### src/rtl/gpio_arb_pkg.sv
// Shared types and default sizes for the GPIO drive arbiter and its picker.
package gpio_arb_pkg;

  localparam int GPIO_ARB_NUM_REQ    = 4;
  // Matches the width of gpio_uvc_data_t used by the GPIO agent.
  localparam int GPIO_ARB_DATA_WIDTH = 32;
  localparam int GPIO_ARB_HOLD_W     = 8;

  typedef enum logic [0:0] {
    IDLE  = 1'b0,
    DRIVE = 1'b1
  } arb_state_t;

  typedef logic [GPIO_ARB_HOLD_W-1:0] hold_cnt_t;

endpackage

### src/rtl/gpio_rr_picker.sv
// Rotate-and-priority select: first valid requester at or after ptr_i, wrapping
// modulo NUM_REQ. Returns the winner one-hot and as an index.
module gpio_rr_picker #(
  parameter int NUM_REQ = 4,
  parameter int IDX_W   = $clog2(NUM_REQ)
) (
  input  logic [NUM_REQ-1:0] valid_i,
  input  logic [IDX_W-1:0]   ptr_i,
  output logic [NUM_REQ-1:0] sel_oh_o,
  output logic [IDX_W-1:0]   sel_idx_o,
  output logic               any_o
);

  always_comb begin
    logic [IDX_W-1:0] idx;
    int               raw;
    sel_oh_o  = '0;
    sel_idx_o = '0;
    any_o     = 1'b0;
    idx       = '0;
    raw       = 0;
    for (int k = 0; k < NUM_REQ; k++) begin
      // ptr_i is always below NUM_REQ, so one subtraction is enough to wrap.
      raw = int'(ptr_i) + k;
      if (raw >= NUM_REQ) raw = raw - NUM_REQ;
      idx = IDX_W'(raw);
      if (!any_o && valid_i[idx]) begin
        any_o         = 1'b1;
        sel_idx_o     = idx;
        sel_oh_o[idx] = 1'b1;
      end
    end
  end

endmodule

### src/rtl/gpio_drive_arbiter.sv
// Shares the GPIO pin bus between NUM_REQ requesters, holding each grant for hold+1 cycles.
// Define GPIO_ARB_FIXED_PRIO_EN for fixed lowest-index priority; default is round-robin.
module gpio_drive_arbiter
  import gpio_arb_pkg::*;
#(
  parameter int NUM_REQ    = GPIO_ARB_NUM_REQ,
  parameter int DATA_WIDTH = GPIO_ARB_DATA_WIDTH,
  parameter int HOLD_W     = GPIO_ARB_HOLD_W
) (
  input  logic                         clk_i,
  input  logic                         rst_ni,
  input  logic [NUM_REQ-1:0]           req_valid_i,
  input  logic [NUM_REQ*DATA_WIDTH-1:0] req_data_i,
  input  logic [NUM_REQ*HOLD_W-1:0]    req_hold_i,
  output logic [NUM_REQ-1:0]           req_ready_o,
  output logic [DATA_WIDTH-1:0]        gpio_pin_o,
  output logic [NUM_REQ-1:0]           grant_o,
  output logic                         busy_o
);

  localparam int IDX_W = $clog2(NUM_REQ);

  arb_state_t              state_q, state_d;
  logic [HOLD_W-1:0]       hold_q, hold_d;
  logic [DATA_WIDTH-1:0]   pin_q, pin_d;
  logic [NUM_REQ-1:0]      grant_q, grant_d;
  logic [IDX_W-1:0]        ptr;
  logic [IDX_W-1:0]        sel_idx;
  logic [NUM_REQ-1:0]      sel_oh;
  logic                    any_valid;
  logic                    window;
  logic                    accept;
  logic [DATA_WIDTH-1:0]   sel_data;
  logic [HOLD_W-1:0]       sel_hold;

  gpio_rr_picker #(
    .NUM_REQ (NUM_REQ),
    .IDX_W   (IDX_W)
  ) u_picker (
    .valid_i   (req_valid_i),
    .ptr_i     (ptr),
    .sel_oh_o  (sel_oh),
    .sel_idx_o (sel_idx),
    .any_o     (any_valid)
  );

  // The window also opens on the last drive cycle so a waiting request follows without a bubble.
  assign window      = (state_q == IDLE) || (hold_q == '0);
  assign accept      = rst_ni && window && any_valid;
  assign req_ready_o = accept ? sel_oh : '0;

`ifdef GPIO_ARB_FIXED_PRIO_EN
  assign ptr = '0;
`else
  logic [IDX_W-1:0] rr_ptr_q, rr_ptr_d;

  assign ptr = rr_ptr_q;

  always_comb begin
    rr_ptr_d = rr_ptr_q;
    if (accept) begin
      rr_ptr_d = (sel_idx == IDX_W'(NUM_REQ - 1)) ? '0 : sel_idx + IDX_W'(1);
    end
  end

  always_ff @(posedge clk_i or negedge rst_ni) begin
    if (!rst_ni) rr_ptr_q <= '0;
    else         rr_ptr_q <= rr_ptr_d;
  end
`endif

  always_comb begin
    sel_data = '0;
    sel_hold = '0;
    for (int i = 0; i < NUM_REQ; i++) begin
      if (sel_oh[i]) begin
        sel_data = req_data_i[i*DATA_WIDTH +: DATA_WIDTH];
        sel_hold = req_hold_i[i*HOLD_W +: HOLD_W];
      end
    end
  end

  always_comb begin
    state_d = state_q;
    hold_d  = hold_q;
    pin_d   = pin_q;
    grant_d = grant_q;
    if (accept) begin
      state_d = DRIVE;
      hold_d  = sel_hold;
      pin_d   = sel_data;
      grant_d = NUM_REQ'(1) << sel_idx;
    end else if (state_q == DRIVE) begin
      if (hold_q != '0) begin
        hold_d = hold_q - HOLD_W'(1);
      end else begin
        // Pin value stays sticky after release; only ownership is dropped.
        state_d = IDLE;
        grant_d = '0;
      end
    end
  end

  always_ff @(posedge clk_i or negedge rst_ni) begin
    if (!rst_ni) begin
      state_q <= IDLE;
      hold_q  <= '0;
      pin_q   <= '0;
      grant_q <= '0;
    end else begin
      state_q <= state_d;
      hold_q  <= hold_d;
      pin_q   <= pin_d;
      grant_q <= grant_d;
    end
  end

  assign gpio_pin_o = pin_q;
  assign grant_o    = grant_q;
  assign busy_o     = (state_q == DRIVE);

endmodule

### config.mk
export PLATFORM = sky130hd
export DESIGN_NAME = gpio_drive_arbiter
export DESIGN_NICKNAME = d
export VERILOG_FILES = /design/src/rtl/gpio_arb_pkg.sv /design/src/rtl/gpio_rr_picker.sv /design/src/rtl/gpio_drive_arbiter.sv
export SDC_FILE = /design/constraint.sdc
export NUM_CORES = 1
export LEC_CHECK = 0
export ABC_AREA = 1
export BUFFER_PORTS_ARGS = -buffer_cell sky130_fd_sc_hd__buf_2
export CAP_MARGIN = 5
export CORE_MARGIN = 2
export CORE_UTILIZATION = 46
export CTS_BUF_LIST = sky130_fd_sc_hd__clkbuf_16
export CTS_CLUSTER_SIZE = 10
export DETAILED_ROUTE_END_ITERATION = 7
export GPL_ROUTABILITY_DRIVEN = 0
export HOLD_SLACK_MARGIN = 0.08
export PLACE_DENSITY = 0.91
export SYNTH_ARGS = -nofsm -noshare
export SYNTH_HDL_FRONTEND = slang
export SYNTH_SLANG_ARGS = --single-unit
### constraint.sdc
create_clock -name clk_i -period 2.8 [get_ports clk_i]
set_clock_uncertainty 0.1 [all_clocks]
set_input_delay 0.28 -clock clk_i [delete_from_list [all_inputs] [get_ports clk_i]]
set_output_delay 0.28 -clock clk_i [all_outputs]
set_load 0.02 [all_outputs]
# Word-level counts from Yosys, hierarchy flattened
# Index checks and enable logic that the tools add are counted.
dict set report word_totals {
  regBits 47
  elab_cells 103
  input_bits 166
}
dict set report op_classes {
  shift 1
  n_reduce_logical 19
  mux 51
  add_sub_neg 9
  n_eq_ne 2
  order_cmp 12
  bitwise 4
}
# cell n
set ops {}
lappend ops {{$mux 32} 4}
lappend ops {{$mux 8} 7}
lappend ops {{$mux 4} 8}
lappend ops {{$mux 2} 9}
lappend ops {{$mux 1} 15}
lappend ops {{$lt 2x3->1 const B} 4}
lappend ops {{$or 4x4->4} 3}
lappend ops {{$ge 3x3->1 const B} 3}
lappend ops {{$logic_and 1x1->1} 9}
lappend ops {{$bmux 1 s2} 4}
lappend ops {{$demux 1 s2} 4}
lappend ops {{$ge 2x1->1 const B} 4}
lappend ops {{$logic_not 8->1} 1}
lappend ops {{$reduce_bool 8->1} 1}
lappend ops {{$sub 2x1->2 const B} 4}
lappend ops {{$sub 8x1->8 const B} 1}
lappend ops {{$add 2x2->3 const B} 2}
lappend ops {{$reduce_and 2->1} 2}
lappend ops {{$reduce_bool 2->1} 2}
lappend ops {{$shl 1x2->4 const A} 1}
lappend ops {{$add 2x1->3 const B} 1}
lappend ops {{$ge 2x3->1 const B} 1}
lappend ops {{$logic_not 1->1} 3}
lappend ops {{$add 2x1->2 const B} 1}
lappend ops {{4 further kinds} 4}

# Longest topological paths before layout
# Gate-level depths: netlist of run 1.
dict set report depth {
  ltp_word 19
  ltp_mapped 19
}

# Modules after synthesis
# A second synthesis of run 1 with hierarchy kept.
dict set report unflattened {
  hier_cells 621
  area_unflattened_um2 3803.6
}
# mod area_per_inst_um2 instances cells_each
set modules_own_cells {}
lappend modules_own_cells {gpio_drive_arbiter 3363.2 1 547}
lappend modules_own_cells {gpio_rr_picker 440.4 1 74}

# Worst setup path before layout of run 1
# No wires, ideal clock.
dict set report synth_timing {
  path_kind {register to output}
  startpoint {register rr_ptr_q[0], in the netlist ptr[0]}
  endpoint {output req_ready_o[1]}
  path_stages_with_launch 17
  t_arrival_ps 2142
  path_slack_ps 278
  path_cell_list {dfrtp_1 > inv_2 > ha_1 > inv_1 > nand3_1 > nand2_2 > nand2_4 > nor2_2 > nand2_2 > nand2_2 > inv_2 > nand2_4 > inv_4 > buf_6 > buf_2 > nand2_1 > inv_1}
}
dict set report synth_via {
  elab_chain_len 16
  word_cells_on_any_way 62
}
# item line
set synth_rtl {}
lappend synth_rtl {{start: declaration} gpio_drive_arbiter.sv:55} ;# logic [IDX_W-1:0] rr_ptr_q, rr_ptr_d;
lappend synth_rtl {{start signal: assignment} gpio_drive_arbiter.sv:68} ;# else rr_ptr_q <= rr_ptr_d;
lappend synth_rtl {{parallel branches: the longest is 15 deep, another holds $add 2x1->3} -}
lappend synth_rtl {{$mux 4 (*)} gpio_drive_arbiter.sv:50} ;# assign req_ready_o = accept ? sel_oh : '0;
lappend synth_rtl {{end: declaration} gpio_drive_arbiter.sv:15} ;# output logic [NUM_REQ-1:0] req_ready_o,
# Mark *: on every way between the ends. The select of a mux whose other input is x is not followed.

# Final worst setup path of run 1
dict set report layout_timing {
  startpoint {register rr_ptr_q[0], in the netlist ptr[0]}
  endpoint {output req_ready_o[3]}
}
# The elaborated chain is that of the path after synthesis.

==> impl_metrics.env, run 1 <==
export IMPL_syn_area_sq_um=3920
export IMPL_finalHoldViolCount=0
export IMPL_io_buffers=206
export IMPL_finalSetupTns_ns=0
export IMPL_worstSetupPathType="reg2out"
export IMPL_status="finished, final reports clean"
export IMPL_synthToLayoutAreaGrowth_pct=37.2
export IMPL_wire_per_inst_um=15.5
export IMPL_cts_htree_levels=2
export IMPL_post_route_cells_drive_above_1_share=0.342
export IMPL_cpMaxStageDelayCell="dfrtp_1"
export IMPL_crit_family="simple AND/OR/NAND/NOR gates"
export IMPL_grt_antenna_before_repair=1
export IMPL_post_route_min_period_ns=2.64
export IMPL_fin_crit_sh=0.944
export IMPL_path_clk_slew_ns=0.06
export IMPL_grt_max_degree=48
export IMPL_grt_pass1_vias=4285
export IMPL_clock_latency_ns=0.28
export IMPL_post_place_cells=891
export IMPL_vdd_drop_max_mv=0.242
export IMPL_power_density_nw_per_um2=307
export IMPL_yosysSeqAreaShare=0.300
export IMPL_viasPerCell=5.30
export IMPL_fin_cells=908
export IMPL_crit_path_cell_trace="inv_2 -> ha_4 -> inv_2 -> nand2_1 -> nand2_1 -> inv_2 -> nor3_2 -> nand2_1 -> nand3_4 -> nand2_2 -> inv_8 -> buf_2"
export IMPL_synth_top_area_cell="dfrtp_1"
export IMPL_dr_total_vias=4815
export IMPL_seq_area_sq_um=1180
export IMPL_synth_nets=774
export IMPL_clock_sinks=47
export IMPL_ys_seq_elements=47
export IMPL_multi_input_area_sq_um=2330
export IMPL_yosys_top_cells_count="nand2_1, a21oi_1, inv_1, dfrtp_1, nand3_1"
export IMPL_die_area_sq_um=9280
export IMPL_power_mw=1.65
export IMPL_yosys_top_cells_area="dfrtp_1, nand2_1, a21oi_1, o2111ai_1, inv_1"
export IMPL_fp_dieW_um=96.3
export IMPL_required_ns=2.42
export IMPL_avgSynthCellArea_sq_um=6.58
export IMPL_final_area_sq_um=5380
export IMPL_grt_total_usage=0.283
export IMPL_synthFlopType="dfrtp_1"
export IMPL_synth_edf_count=0
export IMPL_final_util=0.652
export IMPL_slew_headroom=0.586
export IMPL_slowest_delay_ns=0.39
export IMPL_die_y_um=96.3
export IMPL_overflow=0
export IMPL_worstSetupEndpointType="output port"
export IMPL_ios=207
export IMPL_cts_tree="yes"
export IMPL_root_buffer="clkbuf_16"
export IMPL_dp_slack_ns=0.0370
export IMPL_drc=0
export IMPL_num_rows=33
export IMPL_hold_slack_ns=0.116
export IMPL_dpl_hpwl_mm=9.86
export IMPL_grt_pass1_wl_mm=20.3
export IMPL_detail_route_antenna_nets=0
export IMPL_async_flop_share=1.00
export IMPL_post_synth_inst_count=596
export IMPL_startpoint_type="register"
export IMPL_drv_slew=0
export IMPL_num_fill_cells=791
export IMPL_setup_viol=0
export IMPL_totalWireLength_mm=14.0
export IMPL_max_cap_violations=0
export IMPL_arrival_ns=2.26
export IMPL_hold_path_class="in2reg"
export IMPL_cp_max_fo=10
export IMPL_drtIter0Drc=225
export IMPL_first_pass_iters=5
export IMPL_start_util=0.475
export IMPL_nNetsFinal=979
export IMPL_leakage_nw=3.24
export IMPL_crit_buf_inv=5
export IMPL_place_area_sq_um=5050
export IMPL_grt_setup_unrepaired="no"
export IMPL_ys_types=35
export IMPL_fmax_mhz=378
export IMPL_worst_slew_pin_slew_ns=0.620
export IMPL_clock_path_buffers=2
export IMPL_yosys_warnings=0
export IMPL_timing_final_ws_setup_ns=0.157
export IMPL_yosysMostFrequentCell="nand2_1"
export IMPL_core_sq_um=8260
export IMPL_yosys_area_top_type_share=0.300
export IMPL_cts_made_buffers=5
-- repair_timing --
item	CTS	global route
buffers inserted	1	3
setup endpoints to repair	4	39
gates cloned	2	1
hold endpoints to repair	47	0
resized for setup	5	9
hold buffers	1	0
-- worst reg2reg max path: cells and delay by family, from the launching register on --
kind,cells,cell delay [ns]
flip-flops,1,0.39
adder cells (fa/ha/maj),1,0.24
AND/OR/NAND/NOR,8,0.95
buffers and inverters,6,0.78
-- final cells by class --
cell class | count | share of cell area
Inverter | 64 | 0.0470
Clock inverter | 3 | 0.00721
Clock buffer | 5 | 0.0233
Timing Repair Buffer | 230 | 0.244
Antenna cell | 1 | 0.000465
Tap cell | 105 | 0.0244
Multi-Input combinational cell | 452 | 0.434
Sequential cell | 47 | 0.219
Timing Repair inverter | 1 | 0.00116
-- kinds of logic (layout without fill, tap and decap cells) --
group                    count (synthesis)  after routing  share of synthesized area
AO/OA/AOI/OAI                          114            114                      0.183
flip-flops                              47             47                      0.300
AND/OR/NAND/NOR                        320            320                      0.348
buffers and inverters                   97            303                      0.117
other                                    0              1                          0
XOR/XNOR                                 6              6                     0.0134
adder cells (fa/ha/maj)                 12             12                     0.0383
-- per-layer routing --
layer  global-route usage  share of wire  vias up
met1                0.337           0.39     2203
met2                0.515           0.51      229
li1                     -              -     2355
met3               0.0446          0.073       28
met5                    0              0        -
met4               0.0939          0.026        0
-- power by group --
part	internal (mW)	switching, mW	total (mW)	leakage [nW]
sequential	0.679	0	0.679	0.616
clock	0.417	0.251	0.667	0.0812
combinational	0.141	0.165	0.305	2.55
-- final timing paths --
kind / start / to / slack [ns] / depth (start not counted)
setup / recovery: ptr[0]$_DFFE_PN0P_ / req_ready_o[3] / 0.16 / 12
hold / removal: req_data_i[126] / gpio_pin_o[30]$_DFFE_PN0P_ / 0.12 / 3
setup reg to reg: ptr[0]$_DFFE_PN0P_ / hold_q[0]$_DFFE_PN0P_ / 0.26 / 15
max in group asynchronous: rst_ni / gpio_pin_o[6]$_DFFE_PN0P_ / 1.61 / 3
hold reg to reg: grant_o[0]$_DFFE_PN0P_ / grant_o[0]$_DFFE_PN0P_ / 0.39 / 2
min in group asynchronous: rst_ni / ptr[0]$_DFFE_PN0P_ / 0.58 / 3
-- state kept, by name (all words and copies together) (netlist names) --
name        cells
ptr             2
busy_o          1
gpio_pin_o     32
hold_q          8
grant_o         4
-- placed cells by master (no fill, tap or decap), types with 7 or more instances in the layout --
| master | instances |
|---|---|
| dfrtp_1 | 47 |
| nand2_2 | 7 |
| buf_4 | 17 |
| o2111ai_1 | 29 |
| inv_2 | 7 |
| inv_1 | 54 |
| nor2_1 | 8 |
| nand3_1 | 41 |
| buf_2 | 206 |
| o21ai_0 | 11 |
| a21oi_1 | 55 |
| ha_1 | 11 |
| nand2_1 | 244 |
No activity file was read; power rests on OpenSTA's default activity.
==> run 2, diff against run 1 <==
- PLACE_DENSITY: 0.91 -> 0.81
- clock period: 2.8 -> 3 ns (I/O delays scaled with it)
==> run 2 against run 1 <==
Effect of this change: clock-buffer cell count unchanged; non-clock buffer count down 13; clock power up 6.6%; die area unchanged; global-route usage down 1.8 points; setup slack worse by 0.15 ns; via count down 2.2%; worst hold slack worse by 0.058 ns; register-to-register slack worse by 0.17 ns; critical path type unchanged; highest routed layer unchanged.
==> impl_metrics.env, run 2 (synthesized netlist as in run 1, its figures left out) <==
export IMPL_status="finished, final reports clean"
export IMPL_fp_dieW_um=96.3
export IMPL_setup_viol=0
export IMPL_grt_pass1_vias=4233
export IMPL_grt_setup_unrepaired="yes"
export IMPL_dpl_hpwl_mm=9.47
export IMPL_hold_path_class="in2async"
export IMPL_cts_tree="yes"
export IMPL_detail_route_antenna_nets=0
export IMPL_die_y_um=96.3
export IMPL_num_rows=33
export IMPL_cts_made_buffers=5
export IMPL_overflow=0
export IMPL_grt_max_degree=49
export IMPL_grt_antenna_before_repair=0
export IMPL_drtIter0Drc=223
export IMPL_worstSetupEndpointType="output port"
export IMPL_totalWireLength_mm=13.0
export IMPL_root_buffer="clkbuf_16"
export IMPL_core_sq_um=8260
export IMPL_cts_htree_levels=2
export IMPL_ios=207
export IMPL_required_ns=2.60
export IMPL_first_pass_iters=5
export IMPL_diodes=0
export IMPL_crit_path_cell_trace="inv_2 -> ha_1 -> inv_1 -> nand3_1 -> nand2_2 -> nor2_2 -> a21boi_1 -> nand3_2 -> buf_8 -> nand2_1 -> inv_1 -> buf_2"
export IMPL_wire_per_inst_um=14.6
export IMPL_cp_max_fo=48
export IMPL_max_cap_violations=0
export IMPL_hold_slack_ns=0.0582
export IMPL_clock_sinks=47
export IMPL_grt_pass1_wl_mm=19.2
export IMPL_cpMaxStageDelayCell="ha_1"
export IMPL_num_fill_cells=762
export IMPL_post_route_min_period_ns=2.99
export IMPL_clock_latency_ns=0.29
export IMPL_dp_slack_ns=-0.0407
export IMPL_finalHoldViolCount=0
export IMPL_startpoint_type="register"
export IMPL_drc=0
export IMPL_worstSetupPathType="reg2out"
export IMPL_timing_final_ws_setup_ns=0.00633
export IMPL_largest_register_ff_count=32
export IMPL_arrival_ns=2.59
export IMPL_final_area_sq_um=5180
export IMPL_crit_top_cell="inv_1"
export IMPL_mostFrequentLayoutCells="nand2_1, buf_2, inv_1, a21oi_1, dfrtp_1"
export IMPL_fmax_mhz=334
export IMPL_vdd_drop_max_mv=0.313
export IMPL_grt_total_usage=0.264
export IMPL_slew_headroom=0.538
export IMPL_power_density_nw_per_um2=311
export IMPL_die_area_sq_um=9280
export IMPL_place_area_sq_um=4960
export IMPL_final_common_cell="nand2_1"
export IMPL_leakage_nw=3.15
export IMPL_holdBufCountCts=0
export IMPL_post_route_cells_drive_above_1_share=0.329
export IMPL_synthToLayoutAreaGrowth_pct=32.2
export IMPL_drv_slew=0
export IMPL_final_util=0.628
export IMPL_dr_total_vias=4707
export IMPL_viasPerCell=5.27
export IMPL_fin_crit_sh=0.998
export IMPL_io_buffers=206
export IMPL_slowest_delay_ns=0.37
export IMPL_nNetsFinal=965
export IMPL_worst_slew_pin_slew_ns=0.691
export IMPL_start_util=0.475
export IMPL_clock_path_buffers=2
export IMPL_path_clk_slew_ns=0.07
-- run 2: routing by layer --
layer  share of wire  global-route usage  routed length, um
met2            0.51               0.490               6640
met3           0.085              0.0454               1100
met1            0.38               0.308               4950
met4           0.024              0.0833                314
met5               0                   0                  0
-- run 2: per-stage QoR --
stage	cells	total power [mW]	TNS, ns
floorplan	596	0.760	0
global placement	885	0.903	0
detailed placement	885	0.908	-0.0520
CTS	893	1.62	0
global route	893	1.68	-0.310
finish	893	1.61	0
-- run 2: final cells by class --
type	instances	area (sq um)	area share
Timing Repair Buffer	217	1140	0.219
Multi-Input combinational cell	452	2300	0.443
Clock buffer	5	125	0.0241
Clock inverter	3	63.8	0.0123
Inverter	64	254	0.0490
Sequential cell	47	1180	0.227
Tap cell	105	131	0.0253
-- run 2: critical path: cells and delay by family, from the launching register on --
family / cells / cell delay, ns
adders and majority gates: 1 / 0.37
AOI/OAI and AO/OA: 1 / 0.14
and+or+nand+nor: 5 / 0.72
buffers and inverters: 5 / 0.71
DFF: 1 / 0.36
-- run 2: path summary, 6_finish.rpt --
kind	from	to	slack, ns	depth (start not counted)
setup reg to reg	ptr[0]$_DFFE_PN0P_	gpio_pin_o[1]$_DFFE_PN0P_	0.09	11
min in group clk_i	req_data_i[125]	gpio_pin_o[29]$_DFFE_PN0P_	0.13	3
hold / removal	rst_ni	hold_q[1]$_DFFE_PN0P_	0.06	2
setup / recovery	ptr[0]$_DFFE_PN0P_	req_ready_o[2]	0.006	12
hold reg to reg	gpio_pin_o[29]$_DFFE_PN0P_	gpio_pin_o[29]$_DFFE_PN0P_	0.40	2
max in group asynchronous	rst_ni	gpio_pin_o[26]$_DFFE_PN0P_	2.34	2
-- run 2: where the power goes --
group          internal (mW)  switching, mW
sequential             0.634              0
clock                  0.475          0.236
combinational          0.120          0.147
total                   1.23          0.384
-- run 2: what timing repair did --
item / CTS / global route
gates resized for setup: 2 / 7
setup buffers: 0 / 0
pin swaps: 0 / 0
gates cloned: 0 / 0
setup endpoints to repair: 4 / 10
